--- src/rtl/guess_game_ctrl.sv ---
// Round sequencer for the 4-digit code-breaking game: latches the answer, assembles the guess,
// waits out the check_guess register stage and scores the attempt.
module guess_game_ctrl #(
  parameter int unsigned MAX_TRIES = 10
) (
  input  logic        i_clk,
  input  logic        i_reset,
  input  logic        i_start,
  input  logic [15:0] i_secret_in,
  input  logic        i_digit_valid,
  input  logic [3:0]  i_digit,
  input  logic        i_clear,
  input  logic [7:0]  i_result,
  output logic [15:0] o_answer_out,
  output logic [15:0] o_guess_out,
  output logic [2:0]  o_digit_count,
  output logic [3:0]  o_attempts,
  output logic [3:0]  o_last_correct,
  output logic [3:0]  o_last_wrong,
  output logic        o_result_valid,
  output logic        o_digit_err,
  output logic        o_win,
  output logic        o_lose,
  output logic        o_busy
);

  localparam logic [3:0] MaxTries = 4'(MAX_TRIES);

  typedef enum logic [2:0] {StIdle, StEntry, StWait, StEval, StWin, StLose} state_e;

  state_e      r_state, w_state_d;
  logic [15:0] r_answer, w_answer_d;
  logic [15:0] r_guess, w_guess_d;
  logic [2:0]  r_count, w_count_d;
  logic [3:0]  r_attempts, w_attempts_d;
  logic [3:0]  r_last_correct, w_last_correct_d;
  logic [3:0]  r_last_wrong, w_last_wrong_d;
  logic        r_result_valid, w_result_valid_d;
  logic        r_digit_err, w_digit_err_d;
  logic        r_win, r_lose, r_busy;

  logic       w_digit_legal;
  logic [3:0] w_attempts_inc;

  assign w_digit_legal  = i_digit <= 4'd9;
  assign w_attempts_inc = r_attempts + 4'd1;

  always_ff @(posedge i_clk) begin
    if (i_reset) begin
      r_state        <= StIdle;
      r_answer       <= '0;
      r_guess        <= '0;
      r_count        <= '0;
      r_attempts     <= '0;
      r_last_correct <= '0;
      r_last_wrong   <= '0;
      r_result_valid <= 1'b0;
      r_digit_err    <= 1'b0;
      r_win          <= 1'b0;
      r_lose         <= 1'b0;
      r_busy         <= 1'b0;
    end else begin
      r_state        <= w_state_d;
      r_answer       <= w_answer_d;
      r_guess        <= w_guess_d;
      r_count        <= w_count_d;
      r_attempts     <= w_attempts_d;
      r_last_correct <= w_last_correct_d;
      r_last_wrong   <= w_last_wrong_d;
      r_result_valid <= w_result_valid_d;
      r_digit_err    <= w_digit_err_d;
      // Status flags follow the next state so they are registered yet track the state exactly.
      r_win          <= (w_state_d == StWin);
      r_lose         <= (w_state_d == StLose);
      r_busy         <= (w_state_d == StEntry) || (w_state_d == StWait) || (w_state_d == StEval);
    end
  end

  always_comb begin
    w_state_d = r_state;
    unique case (r_state)
      StIdle, StWin, StLose: if (i_start) w_state_d = StEntry;
      StEntry: begin
        if (!i_clear && i_digit_valid && w_digit_legal && (r_count == 3'd3)) w_state_d = StWait;
      end
      StWait: w_state_d = StEval;
      StEval: begin
        // A full match wins even on the last allowed attempt.
        if (i_result[3:0] == 4'd4)           w_state_d = StWin;
        else if (w_attempts_inc == MaxTries) w_state_d = StLose;
        else                                 w_state_d = StEntry;
      end
      default: w_state_d = StIdle;
    endcase
  end

  always_comb begin
    w_answer_d       = r_answer;
    w_guess_d        = r_guess;
    w_count_d        = r_count;
    w_attempts_d     = r_attempts;
    w_last_correct_d = r_last_correct;
    w_last_wrong_d   = r_last_wrong;
    w_result_valid_d = 1'b0;
    w_digit_err_d    = 1'b0;
    unique case (r_state)
      StIdle, StWin, StLose: begin
        if (i_start) begin
          w_answer_d       = i_secret_in;
          w_guess_d        = '0;
          w_count_d        = '0;
          w_attempts_d     = '0;
          w_last_correct_d = '0;
          w_last_wrong_d   = '0;
        end
      end
      StEntry: begin
        if (i_clear) begin
          w_guess_d = '0;
          w_count_d = '0;
        end else if (i_digit_valid) begin
          if (w_digit_legal) begin
            w_guess_d = {r_guess[11:0], i_digit};
            w_count_d = r_count + 3'd1;
          end else begin
            w_digit_err_d = 1'b1;
          end
        end
      end
      StEval: begin
        w_last_correct_d = i_result[3:0];
        w_last_wrong_d   = i_result[7:4];
        w_attempts_d     = w_attempts_inc;
        w_result_valid_d = 1'b1;
        w_count_d        = '0;
      end
      default: ;
    endcase
  end

  assign o_answer_out   = r_answer;
  assign o_guess_out    = r_guess;
  assign o_digit_count  = r_count;
  assign o_attempts     = r_attempts;
  assign o_last_correct = r_last_correct;
  assign o_last_wrong   = r_last_wrong;
  assign o_result_valid = r_result_valid;
  assign o_digit_err    = r_digit_err;
  assign o_win          = r_win;
  assign o_lose         = r_lose;
  assign o_busy         = r_busy;

endmodule

--- config.mk ---
export PLATFORM = sky130hd
export DESIGN_NAME = guess_game_ctrl
export DESIGN_NICKNAME = d
export VERILOG_FILES = /design/src/rtl/guess_game_ctrl.sv
export SDC_FILE = /design/constraint.sdc
export NUM_CORES = 1
export LEC_CHECK = 0
export BUFFER_PORTS_ARGS = -buffer_cell sky130_fd_sc_hd__buf_2
export CORE_ASPECT_RATIO = 0.9
export CORE_UTILIZATION = 45
export CTS_CLUSTER_DIAMETER = 120
export CTS_CLUSTER_SIZE = 24
export DETAILED_ROUTE_END_ITERATION = 12
export PLACE_DENSITY = 0.73
export SETUP_SLACK_MARGIN = 0.1
export SLEW_MARGIN = 20
export SYNTH_ARGS = -nofsm -noshare
export SYNTH_HDL_FRONTEND = slang
export SYNTH_SLANG_ARGS = --single-unit
--- constraint.sdc ---
create_clock -name i_clk -period 1.81 [get_ports i_clk]
set_clock_uncertainty 0.1 [all_clocks]
set_input_delay 0.0905 -clock i_clk [delete_from_list [all_inputs] [get_ports i_clk]]
set_output_delay 0.0905 -clock i_clk [all_outputs]
set_load 0.005 [all_outputs]
==> reports/results.tsv <==
metric	value	unit
Cell Area, Synth	2390	sq um
drt pass-1 iters	4	
DRC errors left	0	
Synth area leader	dfxtp_1	
Finish-stage setup viols	0	
Seq/Total Area, Yosys	46.0	%
Worst path slowest cell	dlygate4sd3_1	
RSZ-0062 raised after global routing	yes	
Worst-Skew Late Latency	0.30	ns
RR Startpoint	o_digit_count[0]	
H-tree Lvls	2	
Max-Cap Viols	0	
fmax	618	MHz
Avg Vias per Cell	5.32	
CTS Buf Count	5	
die area	5610	sq um
final std cells w/o fill	437	
Worst-Margin Slew	1.04	ns
crit-path cells	dlygate4sd3_1 -> buf_2 -> or4b_4 -> o21bai_4 -> a22o_1 -> nor3b_2	
slowest stage delay, CP	0.53	ns
total negative slack	0	ns
# IOs	85	
Static Leakage	1.48	nW
Setup WS pre-CTS	0.0849	ns
first-pass GRT wire length	9650	um
Yosys top cell area share	46.0	%
crit path max fanout	3	
leading cell type in the layout, fill and taps excluded	buf_2	
Post-synth EDFFs	0	
Buf+Inv Stages, Crit Path	2	
Detailed Route Iter0 Violations	111	
routed wl met3	296	um
Unique masters post-synth	45	
Layout area overhead	39.1	%
Post-Syn Instances	256	
#FFs+latches synth	55	
remaining antenna violation count	0	
Slew headroom	30.4	%
main flop type after synthesis	dfxtp_1	
Net Count, Synth	293	
WS Path Type	in -> reg	
final worst slack	0.192	ns
crit end category	register	
Tcrit/Tclk final	89.4	%
most frequent cells in the layout	buf_2, dfxtp_1, nand2_1	
Port Buf Inserts	84	
Root Buffer	clkbuf_8	
Die Span Y	71.2	um
routed wire length	6000	um
Initial Util	48.0	%
CP endpoint	o_win	
Antenna Cells	0	
die span in x	78.8	um
CTS tree	built	
pwr dens	678	nW/um^2
clk buf depth	2	
ys async rst share	0	%
r2r setup slk	0.23	ns
num rows	24	
minimum clock period	1.62	ns
clock sinks	55	
WL per Instance	13.7	um
final net count	408	
reg2reg end	r_state[1]	
via count	2325	
vias in the first global route	2043	
syn avg cell area	9.34	sq um
routability congestion estimate	0.801	
crit path from	i_result[2]	
ranking of synthesized cells by area	dfxtp_1, a21oi_1, nand2_1, o211ai_2, nand4_1	
CP arrival	1.75	ns
layout cells sized above 1	36.6	%
status	finished clean	
core area	4980	sq um
Slew Limit Fails	0	
Req. time, crit path	1.94	ns
instance count on the critical path	6	
Final Hold Viols	0	
antenna violations before repair	0	
M1 wire length	2750	um
Synth Warn #	0	
Reg2Reg Depth	5	
hpwl dp	3770	um
Hold/Removal Path Class	in -> reg	
Clk pin slew, worst setup/hold paths	0.10	ns
worst vdd ir	0.000483	V
top sig layer	met4	
CP top delay family	simple AND/OR/NAND/NOR gates	
grt ovf	0	
total length of routed met2 wires	2880	um
Total Routing Usage GR	21.6	%
Worst setup SP type	primary input	
placed insts	398	
largest net degree at the start of global routing	34	
-- kinds of logic (layout without fill, tap and decap cells) --
logic type                 after synthesis  in the layout  synth area share, %
DFF                                     55             55                 46.0
muxes                                    2              2                0.837
buffers and inverters                   24            140                 5.29
AOI/OAI and AO/OA                       80             80                 24.3
adders and majority gates                4              4                 2.09
and+or+nand+nor                         91             91                 21.5
-- worst reg2reg max path: cells and delay by family (launching register included) --
family | cells | cell delay [ns]
flops | 1 | 0.40
simple gates | 2 | 0.51
compound gates | 1 | 0.19
fa+ha+maj | 2 | 0.30
-- metrics by stage --
stage,utilization [%],instance area [sq um],hold WS (ns),total power [mW]
finish,66.7,3330,0.0252,2.26
global route,66.7,3330,0.0173,2.37
CTS,65.7,3270,0.0152,2.28
detailed placement,57.9,2880,0.212,1.53
global placement,57.9,2880,0.209,1.52
floorplan,-,2390,0.123,1.43
-- cell type report --
type	instances	area (sq um)
timing repair buffer	126	832
tap	65	81.3
inverter	6	22.5
clock inverter	1	8.76
fill	422	1660
multi-input combinational	177	1180
clock buffer	7	86.3
sequential	55	1110
-- power by group --
| group | switching (mW) | internal (mW) | total (mW) |
|---|---|---|---|
| combinational | 0.166 | 0.142 | 0.308 |
| sequential | 0.0148 | 1.23 | 1.25 |
| clock | 0.385 | 0.315 | 0.700 |
-- repair_timing --
| action | 4_1_cts | 5_1_grt |
|---|---|---|
| gates resized for setup | 3 | 12 |
| endpoints found under the setup margin | 2 | 5 |
| pin swaps | 0 | 4 |
| cloned | 0 | 0 |
| hold endpoints to repair | 29 | 0 |
| buffers inserted | 0 | 2 |
| hold buffers | 29 | 0 |
-- metal layers --
metal  vias up  global-route usage [%]
met1      1084                    28.9
met2        69                    35.2
li1       1165                       -
met3         7                    4.90
met5         -                       0
met4         0                    5.66
-- worst min-delay path by stage --
stage,from,to,slack (ns),depth (start not counted)
2_1_floorplan,i_result[0],o_last_correct[0],0.12,1
3_3_place_gp,i_result[5],o_last_wrong[1],0.21,2
3_5_place_dp,i_result[6],o_last_wrong[2],0.21,2
4_1_cts,i_start,o_busy,0.02,2
5_1_grt,i_start,o_busy,0.02,2
6_report,i_start,o_busy,0.03,2
-- cells in the mapped netlist, drive strengths merged, types with 2 or more instances --
cell    instances
nor3            6
nand3           3
nand2          38
clkbuf          5
nor2           12
nor2b           2
mux2i           2
dfxtp          55
o211ai         17
buf            13
inv             6
nand4          16
a21o            2
a21oi          37
nand3b          3
o21ai           3
a22o            9
a211oi          4
and2            2
and3            2
ha              4
-- registers in the layout, summed over array words and instances (netlist names) --
register / count
o_answer_out: 16
o_attempts: 4
o_lose: 1
o_digit_err: 1
o_result_valid: 1
o_last_correct: 4
r_state: 3
o_last_wrong: 4
o_digit_count: 3
o_guess_out: 16
o_win: 1
o_busy: 1
Note: power is estimated with default switching activity, not from simulation.
